===== src/rtl/riscv_id.sv =====
// riscv_id -- RV32I decode stage feeding riscv_ex.
//
// Accepts one instruction per if_id transfer, reads operands from the
// 32x32 integer register file (with write-through bypass from WB), stalls
// on RAW/WAW hazards using a per-register busy scoreboard, and presents the
// decoded operation in a registered id_ex output slot.
//
// Ports:
//   clk, rstn         clock, asynchronous active-low reset
//   if_id_*           fetch -> decode handshake (rdy/ack) with instr and pc
//   id_ex_*           decode -> execute slot (rdy/ack) with ALU/mem payload
//   wb_rf_*           writeback port into the register file
//   id_illegal        one-cycle pulse after an unsupported instr is consumed
module riscv_id #(
  parameter int EX_FUNCT_W  = 4,
  parameter int MEM_FUNCT_W = 4
) (
  input  logic                   clk,
  input  logic                   rstn,
  input  logic                   if_id_rdy,
  output logic                   if_id_ack,
  input  logic [31:0]            if_id_instr,
  input  logic [31:0]            if_id_pc,
  output logic                   id_ex_rdy,
  input  logic                   id_ex_ack,
  output logic [EX_FUNCT_W-1:0]  id_ex_funct,
  output logic [31:0]            id_ex_op1,
  output logic [31:0]            id_ex_op2,
  output logic [MEM_FUNCT_W-1:0] id_ex_mem_funct,
  output logic [31:0]            id_ex_mem_data,
  output logic [4:0]             id_ex_wb_rsd,
  input  logic [31:0]            wb_rf_data,
  input  logic [4:0]             wb_rf_rsd,
  input  logic                   wb_rf_write,
  output logic                   id_illegal
);

  // Major opcodes
  localparam logic [6:0] OPC_OP     = 7'b0110011;
  localparam logic [6:0] OPC_OPIMM  = 7'b0010011;
  localparam logic [6:0] OPC_LUI    = 7'b0110111;
  localparam logic [6:0] OPC_AUIPC  = 7'b0010111;
  localparam logic [6:0] OPC_LOAD   = 7'b0000011;
  localparam logic [6:0] OPC_STORE  = 7'b0100011;

  // EX function codes
  localparam logic [3:0] F_ADD  = 4'd0;
  localparam logic [3:0] F_SUB  = 4'd1;
  localparam logic [3:0] F_SLL  = 4'd2;
  localparam logic [3:0] F_SLT  = 4'd3;
  localparam logic [3:0] F_SLTU = 4'd4;
  localparam logic [3:0] F_XOR  = 4'd5;
  localparam logic [3:0] F_SRL  = 4'd6;
  localparam logic [3:0] F_SRA  = 4'd7;
  localparam logic [3:0] F_OR   = 4'd8;
  localparam logic [3:0] F_AND  = 4'd9;

  // Memory function codes
  localparam logic [3:0] M_NONE = 4'd0;
  localparam logic [3:0] M_LB   = 4'd1;
  localparam logic [3:0] M_LH   = 4'd2;
  localparam logic [3:0] M_LW   = 4'd3;
  localparam logic [3:0] M_LBU  = 4'd4;
  localparam logic [3:0] M_LHU  = 4'd5;
  localparam logic [3:0] M_SB   = 4'd6;
  localparam logic [3:0] M_SH   = 4'd7;
  localparam logic [3:0] M_SW   = 4'd8;

  localparam logic [6:0] F7_ZERO = 7'b0000000;
  localparam logic [6:0] F7_ALT  = 7'b0100000;

  // Instruction fields
  logic [6:0]  opc;
  logic [4:0]  rd, rs1, rs2;
  logic [2:0]  f3;
  logic [6:0]  f7;
  logic [31:0] imm_i, imm_s, imm_u;

  assign opc   = if_id_instr[6:0];
  assign rd    = if_id_instr[11:7];
  assign f3    = if_id_instr[14:12];
  assign rs1   = if_id_instr[19:15];
  assign rs2   = if_id_instr[24:20];
  assign f7    = if_id_instr[31:25];
  assign imm_i = {{20{if_id_instr[31]}}, if_id_instr[31:20]};
  assign imm_s = {{20{if_id_instr[31]}}, if_id_instr[31:25], if_id_instr[11:7]};
  assign imm_u = {if_id_instr[31:12], 12'b0};

  // Architectural state
  logic [31:0] rf [0:31];
  logic [31:0] busy;

  // Register read with write-through bypass from WB; x0 always reads 0.
  logic        wb_hit;
  logic [31:0] rs1_val, rs2_val;

  assign wb_hit  = wb_rf_write && (wb_rf_rsd != 5'd0);
  assign rs1_val = (rs1 == 5'd0) ? 32'd0 :
                   (wb_hit && wb_rf_rsd == rs1) ? wb_rf_data : rf[rs1];
  assign rs2_val = (rs2 == 5'd0) ? 32'd0 :
                   (wb_hit && wb_rf_rsd == rs2) ? wb_rf_data : rf[rs2];

  // Decode
  logic        dec_legal, use_rs1, use_rs2, has_rd;
  logic [3:0]  dec_funct, dec_mem, alu_funct;
  logic [31:0] dec_op1, dec_op2, dec_mdata;
  logic [4:0]  dest;

  // Register/immediate ALU ops share funct3 mapping; SUB only exists in OP,
  // never in OP-IMM (ADDI has arbitrary upper immediate bits).
  always_comb begin
    alu_funct = F_ADD;
    case (f3)
      3'b000: alu_funct = (opc == OPC_OP && f7[5]) ? F_SUB : F_ADD;
      3'b001: alu_funct = F_SLL;
      3'b010: alu_funct = F_SLT;
      3'b011: alu_funct = F_SLTU;
      3'b100: alu_funct = F_XOR;
      3'b101: alu_funct = f7[5] ? F_SRA : F_SRL;
      3'b110: alu_funct = F_OR;
      default: alu_funct = F_AND;
    endcase
  end

  always_comb begin
    dec_legal = 1'b0;
    use_rs1   = 1'b0;
    use_rs2   = 1'b0;
    has_rd    = 1'b0;
    dec_funct = F_ADD;
    dec_mem   = M_NONE;
    dec_op1   = 32'd0;
    dec_op2   = 32'd0;
    dec_mdata = 32'd0;
    case (opc)
      OPC_OP: begin
        dec_legal = (f7 == F7_ZERO) ||
                    (f7 == F7_ALT && (f3 == 3'b000 || f3 == 3'b101));
        use_rs1   = 1'b1;
        use_rs2   = 1'b1;
        has_rd    = 1'b1;
        dec_funct = alu_funct;
        dec_op1   = rs1_val;
        dec_op2   = rs2_val;
      end
      OPC_OPIMM: begin
        // Shifts constrain the upper immediate bits; EX uses op2[4:0].
        case (f3)
          3'b001:  dec_legal = (f7 == F7_ZERO);
          3'b101:  dec_legal = (f7 == F7_ZERO) || (f7 == F7_ALT);
          default: dec_legal = 1'b1;
        endcase
        use_rs1   = 1'b1;
        has_rd    = 1'b1;
        dec_funct = alu_funct;
        dec_op1   = rs1_val;
        dec_op2   = imm_i;
      end
      OPC_LUI: begin
        dec_legal = 1'b1;
        has_rd    = 1'b1;
        dec_op2   = imm_u;
      end
      OPC_AUIPC: begin
        dec_legal = 1'b1;
        has_rd    = 1'b1;
        dec_op1   = if_id_pc;
        dec_op2   = imm_u;
      end
      OPC_LOAD: begin
        case (f3)
          3'b000:  begin dec_legal = 1'b1; dec_mem = M_LB;  end
          3'b001:  begin dec_legal = 1'b1; dec_mem = M_LH;  end
          3'b010:  begin dec_legal = 1'b1; dec_mem = M_LW;  end
          3'b100:  begin dec_legal = 1'b1; dec_mem = M_LBU; end
          3'b101:  begin dec_legal = 1'b1; dec_mem = M_LHU; end
          default: dec_legal = 1'b0;
        endcase
        use_rs1 = 1'b1;
        has_rd  = 1'b1;
        dec_op1 = rs1_val;
        dec_op2 = imm_i;
      end
      OPC_STORE: begin
        case (f3)
          3'b000:  begin dec_legal = 1'b1; dec_mem = M_SB; end
          3'b001:  begin dec_legal = 1'b1; dec_mem = M_SH; end
          3'b010:  begin dec_legal = 1'b1; dec_mem = M_SW; end
          default: dec_legal = 1'b0;
        endcase
        use_rs1   = 1'b1;
        use_rs2   = 1'b1;
        dec_op1   = rs1_val;
        dec_op2   = imm_s;
        dec_mdata = rs2_val;
      end
      default: dec_legal = 1'b0;
    endcase
    // Compressed / non-32-bit encodings are never supported.
    if (if_id_instr[1:0] != 2'b11) dec_legal = 1'b0;
  end

  // Stores carry an immediate in the rd field, so they have no destination.
  assign dest = has_rd ? rd : 5'd0;

  // Scoreboard: a busy bit that WB clears this cycle no longer blocks.
  logic [31:0] clr_mask, set_mask, busy_eff;
  logic        hazard, slot_free, accept, accept_legal;

  assign clr_mask  = wb_hit ? (32'd1 << wb_rf_rsd) : 32'd0;
  assign busy_eff  = busy & ~clr_mask;
  assign hazard    = (use_rs1 && busy_eff[rs1]) ||
                     (use_rs2 && busy_eff[rs2]) ||
                     ((dest != 5'd0) && busy_eff[dest]);
  assign slot_free = !id_ex_rdy || id_ex_ack;

  // Illegal instructions are dropped, so they do not wait on hazards.
  assign if_id_ack    = slot_free && (!dec_legal || !hazard);
  assign accept       = if_id_rdy && if_id_ack;
  assign accept_legal = accept && dec_legal;
  assign set_mask     = (accept_legal && dest != 5'd0) ? (32'd1 << dest) : 32'd0;

  // Register file
  always_ff @(posedge clk or negedge rstn) begin
    if (!rstn) begin
      for (int i = 0; i < 32; i++) rf[i] <= 32'd0;
    end else if (wb_hit) begin
      rf[wb_rf_rsd] <= wb_rf_data;
    end
  end

  // Busy bits; set is applied after clear so a same-cycle set wins.
  always_ff @(posedge clk or negedge rstn) begin
    if (!rstn) busy <= 32'd0;
    else       busy <= (busy & ~clr_mask) | set_mask;
  end

  // Output slot and illegal pulse
  always_ff @(posedge clk or negedge rstn) begin
    if (!rstn) begin
      id_ex_rdy       <= 1'b0;
      id_ex_funct     <= '0;
      id_ex_op1       <= 32'd0;
      id_ex_op2       <= 32'd0;
      id_ex_mem_funct <= '0;
      id_ex_mem_data  <= 32'd0;
      id_ex_wb_rsd    <= 5'd0;
      id_illegal      <= 1'b0;
    end else begin
      id_illegal <= accept && !dec_legal;
      if (accept_legal) begin
        id_ex_rdy       <= 1'b1;
        id_ex_funct     <= EX_FUNCT_W'(dec_funct);
        id_ex_op1       <= dec_op1;
        id_ex_op2       <= dec_op2;
        id_ex_mem_funct <= MEM_FUNCT_W'(dec_mem);
        id_ex_mem_data  <= dec_mdata;
        id_ex_wb_rsd    <= dest;
      end else if (id_ex_ack) begin
        id_ex_rdy <= 1'b0;
      end
    end
  end

endmodule


===== config.mk =====
export PLATFORM = sky130hd
export DESIGN_NAME = riscv_id
export DESIGN_NICKNAME = d
export VERILOG_FILES = /design/src/rtl/riscv_id.sv
export SDC_FILE = /design/constraint.sdc
export NUM_CORES = 2
export LEC_CHECK = 0
export CAP_MARGIN = 15
export CELL_PAD_IN_SITES_DETAIL_PLACEMENT = 1
export CELL_PAD_IN_SITES_GLOBAL_PLACEMENT = 1
export CORE_ASPECT_RATIO = 1.5
export CORE_MARGIN = 2
export CORE_UTILIZATION = 40
export CTS_CLUSTER_SIZE = 25
export DETAILED_ROUTE_END_ITERATION = 12
export PLACE_DENSITY_LB_ADDON = 0.08
export SLEW_MARGIN = 20
export SYNTH_ARGS = -nofsm -noshare
export SYNTH_HDL_FRONTEND = slang
export SYNTH_SLANG_ARGS = --single-unit

===== constraint.sdc =====
create_clock -name clk -period 5 [get_ports clk]
set_clock_uncertainty 0.15 [all_clocks]
set_input_delay 0.5 -clock clk [delete_from_list [all_inputs] [get_ports clk]]
set_output_delay 0.5 -clock clk [all_outputs]
set_load 0.03 [all_outputs]

Word level (Yosys, flattened, before mapping) --
Index checks and enable logic that the tools add are counted.
Word-level totals: flip-flop bits (word level) 1167, logic and storage cells 153, output and inout bits 112, bits of input ports 106
Cells by class: shifts and indexed selects 2, equal/unequal tests 16, reductions and logical operators 39, order comparisons 7, bitwise logic cells 6, muxes and demuxes 42
Operators by type and width (number):
- 1024-bit bitwise mux | 1
- 32-bit 2-to-1 mux | 12
- 32-bit binary-select mux with 5-bit select | 2
- 32-bit demux with 5-bit select | 1
- 32-bit case mux with 4 select lines | 1
- 32-bit case mux with 2 select lines | 1
- 1-bit by 5-bit left shift with 32-bit output, first input constant | 2
- 32-bit AND | 1
- 32-bit inverter | 1
- 32-bit OR | 1
- 7-bit by 6-bit equality test with 1-bit output, second input constant | 4
- 4-bit case mux with 7 select lines | 1
- 6-bit >= comparator, second input constant | 3
- 5-bit by 6-bit less-than comparator with 1-bit output, second input constant | 3
- 5-bit inverter with 6-bit output | 3
- 1-bit binary-select mux with 5-bit select | 3
- 3-bit case mux with 5 select lines | 1
- 7-bit by 5-bit equality test with 1-bit output, second input constant | 2
- 1-bit logical AND | 14
- 1-bit 2-to-1 mux | 13
- 4-bit case mux with 3 select lines | 1
- 5-bit equality test | 2
- 5-bit logical NOT | 2
- 5-bit nonzero test | 2
- 20 further kinds | 35

Depth between registers and ports, before layout --
depth in word-level cells 18, mapped depth 13

Worst setup path after synthesis --
Ideal clock, no wire load.
path kind input-to-reg, start point in if_id_instr[20], end point reg id_ex_op2[14], stages 9, arrival 3257 ps, required time 4722 ps, library setup time 128 ps, buffers on the path 4, setup slack 1466 ps, cell sequence buf_2 -> buf_6 -> buf_2 -> buf_1 -> mux4_2 -> mux4_2 -> a221oi_1 -> o21ai_0 -> mux2_1
Between the ends: word-level cells in the longest chain between the ends 10, elaborated cells on any way between the ends 20, those cells by class 1 x eq/ne; 8 x mux; 1 x bitwise; 10 x reduce/logical
RTL lines:
- start: declaration | line 22 | input logic [31:0] if_id_instr,
- parallel branches: the longest is 10 deep, another holds 32-bit binary-select mux with 5-bit select
- end signal: assignment | line 255 | id_ex_op2 <= dec_op2;
- end: declaration | line 28 | output logic [31:0] id_ex_op2,
Parallel ways; which one is timed is not known. The select of a mux whose other input is x is not followed. A chain may end at the register's enable or synchronous reset.

Final worst setup path --
start point in wb_rf_rsd[1], end point out if_id_ack
Between the ends: word-level cells in the longest chain between the ends 13, elaborated cells on any way between the ends 20, those cells by class 1 x shift; 7 x mux; 2 x bitwise; 10 x reduce/logical
RTL lines:
- start: declaration | line 33 | input logic [4:0] wb_rf_rsd,
- 5-bit nonzero test | line 97 | assign wb_hit = wb_rf_write && (wb_rf_rsd != 5'd0);
- 1-bit logical AND | line 97
- 32-bit 2-to-1 mux * | line 210 | assign clr_mask = wb_hit ? (32'd1 << wb_rf_rsd) : 32'd0;
- 32-bit inverter * | line 211 | assign busy_eff = busy & ~clr_mask;
- 32-bit AND * | line 211
- 1-bit binary-select mux with 5-bit select, on equally long branches | line 212, 213
- 1-bit 2-to-1 mux, on equally long branches | line 212, 213
- 1-bit logical AND, on equally long branches | line 212, 213
- 1-bit logical OR | line 212 | assign hazard = (use_rs1 && busy_eff[rs1]) ||
- 1-bit logical OR * | line 213 | (use_rs2 && busy_eff[rs2]) ||
- 1-bit logical NOT * | line 218 | assign if_id_ack = slot_free && (!dec_legal || !hazard);
- 1-bit logical OR * | line 218
- 1-bit logical AND * | line 218
- end: declaration | line 21 | output logic if_id_ack,
Mark *: on every way between the ends. The rest lies on a longest branch, timed or not. The select of a mux whose other input is x is not followed.

==> flow_metrics.env <==
export IMPL_rr_worst_depth=9
export IMPL_syn_cell_area_mm2=0.0621
export IMPL_worst_setup_path_start_kind="primary input"
export IMPL_finalSetupViolCount=0
export IMPL_antenna_found_initial=9
export IMPL_clock_sinks=1167
export IMPL_clk_latency_ns=0.78
export IMPL_endpoint_kind="output pin"
export IMPL_grt_usage=0.289
export IMPL_cts_setup_buffers=0
export IMPL_clock_fmax_mhz=224
export IMPL_area_growth_synth_to_final_pct=15.3
export IMPL_ys_flop_type="dfrtp_1"
export IMPL_tightest_slew_ns=1.26
export IMPL_die_area_mm2=0.159
export IMPL_wl_per_cell_um=35.4
export IMPL_crit_type="in2out"
export IMPL_syn_inst=4156
export IMPL_final_cells=6393
export IMPL_synth_warnings=0
export IMPL_yosysSeqAreaShare=0.470
export IMPL_synth_top_area_share=0.470
export IMPL_powerDensity_mw_per_mm2=387
export IMPL_wirelength_mm=227
export IMPL_via_per_inst=6.28
export IMPL_ys_ff_latch=1167
export IMPL_grt_pass1_wl_mm=329
export IMPL_cts_clk_slew_worst_paths_ns=0.05
export IMPL_worstHoldPathType="in2async"
export IMPL_final_setup_tns_ns=0
export IMPL_async_reset_ff_frac=1.00
export IMPL_row_count=177
export IMPL_hold_viol_final=0
export IMPL_period_minus_slack_ns=4.46
export IMPL_rsz0062_at_grt="false"
export IMPL_report_final_slew_viol_count=0
export IMPL_detail_route_antenna_nets=0
export IMPL_synth_distinct_cells=68
export IMPL_routabilityCongestion=0.883
export IMPL_dp_cells=6158
export IMPL_htree_num_levels=4
export IMPL_clk_root_buffer_cell="clkbuf_16"
export IMPL_total_power_w=0.0278
export IMPL_synth_area_leaders="dfrtp_1 47%, mux4_2 23%, mux2_2 19%"
export IMPL_layout_nets=4339
export IMPL_pin_count=218
export IMPL_worstPathMaxFanout=11
export IMPL_max_slew_margin_rel=0.152
export IMPL_die_w_um=326
export IMPL_period_share=0.893
export IMPL_cts_buffers=130
export IMPL_syn_nets=4262
export IMPL_drc=0
export IMPL_first_global_vias=43200
export IMPL_layout_commonest_cell="dfrtp_1"
export IMPL_start_util=0.402
export IMPL_worstPathRequired_ns=4.35
export IMPL_p_leak_nw=30.3
export IMPL_arrival_ns=3.81
export IMPL_first_pass_iters=5
export IMPL_cap_violations=0
export IMPL_layout_common_cells="1167 x dfrtp_1, 1043 x mux2_2, 629 x mux4_2"
export IMPL_cts_tree="yes"
export IMPL_fp_dieH_um=487
export IMPL_status="finished clean"
export IMPL_port_buffers=217
export IMPL_grt_max_degree=131
export IMPL_hpwl_mm=133
export IMPL_synth_top_area_cell="dfrtp_1"
export IMPL_num_vias=40200
export IMPL_drive_above_1_share=0.492
export IMPL_cts_resized=0
export IMPL_ir_worst_vdd_mv=0.234
export IMPL_drtIter0Drc=2935
export IMPL_fp_coreArea_mm2=0.155
export IMPL_synth_avg_cell_area_um2=15.0
export IMPL_grt_overflow_total=0
export IMPL_synth_edf_count=0
export IMPL_ctsLongestPathBuffers=3
==> layer usage <==
layer,GRT usage,vias to the layer above,wire length (um)
li1,-,16200,-
met1,0.378,22400,93600
met2,0.493,1198,114000
met3,0.0388,375,10000
met4,0.102,4,8560
met5,0,-,29
==> flip-flops by register name (all words and copies together), names as in the netlist, 4 cells and up <==
register / flops
rf: 1024
id_ex_op1: 32
id_ex_mem_data: 32
id_ex_wb_rsd: 5
id_ex_mem_funct: 4
id_ex_funct: 4
id_ex_op2: 32
busy: 32
==> power by group <==
group | total (W) | switching (W) | internal [W]
sequential | 0.0122 | 0.00114 | 0.0110
combinational | 0.00558 | 0.00227 | 0.00331
clock | 0.00999 | 0.00411 | 0.00588
total | 0.0278 | 0.00752 | 0.0202
==> area by class of cell <==
| type | count | area, um^2 |
|---|---|---|
| fill | 15100 | 82900 |
| multi-input combinational | 2507 | 31300 |
| sequential | 1167 | 29200 |
| timing repair buffer | 410 | 4160 |
| clock buffer | 198 | 4010 |
| tap | 2058 | 2570 |
| clock inverter | 31 | 357 |
| inverter | 17 | 68.8 |
| antenna | 5 | 12.5 |
==> final timing paths <==
kind,slack [ns],startpoint,to
setup / recovery,0.54,wb_rf_rsd[1],if_id_ack
hold / removal,0.14,rstn,rf[207]
setup reg to reg,1.64,busy[4],id_ex_op1[17]
hold reg to reg,0.24,rf[1012],rf[1012]
max in group asynchronous,3.14,rstn,busy[4]
min in group clk,0.15,if_id_rdy,id_illegal
==> timing repair <==
action / 4_1_cts / 5_1_grt
hold buffers: 1 / 0
endpoints found under the setup margin: 0 / 0
hold endpoints to repair: 92 / 0
==> critical path, cell delays in order <==
cell             delay (ns)
clkdlybuf4s50_1        0.69
nand2_1                0.44
buf_4                  0.36
o21ai_0                0.33
mux2i_1                0.12
o21ai_0                0.26
a32oi_1                0.15
a311oi_2               0.42
nand3b_1               0.14
a21boi_0               0.19
buf_4                  0.19
==> cells by family after synthesis <==
| logic type | share of synthesized area |
|---|---|
| mux | 0.433 |
| xor+xnor | 0.00169 |
| simple gates | 0.0307 |
| buf+inv | 0.0315 |
| compound gates | 0.0327 |
| flops | 0.470 |
==> Yosys cell counts, drive strengths merged (4+ instances only) <==
library cell  number
a21oi             43
o21ai            173
o221ai             6
nand4bb            4
nand2            156
o31ai              8
nor4               4
mux2            1109
nor2              82
or3                5
mux2i             28
clkbuf           324
inv               15
o2111ai            6
mux4             629
nand4              4
and3              31
o211ai            10
a311oi             4
nor3              24
or2                4
a22oi              9
buf              141
nand3             46
nor2b             13
dfrtp           1167
a221oi            27
a221o             11
xnor2             10
a31oi              8
nand2b             8
==> stage by stage <==
step	worst slack, ns	hold WS (ns)	utilization	cell area, um^2
finish	0.537	0.144	0.464	71700
global route	0.375	0.133	0.463	71600
CTS	0.545	0.0919	0.463	71600
detailed placement	0.378	0.233	0.435	67300
global placement	0.0792	0.226	0.435	67300
floorplan	1.47	0.0544	-	62100
No activity file was read; power rests on OpenSTA's default activity.
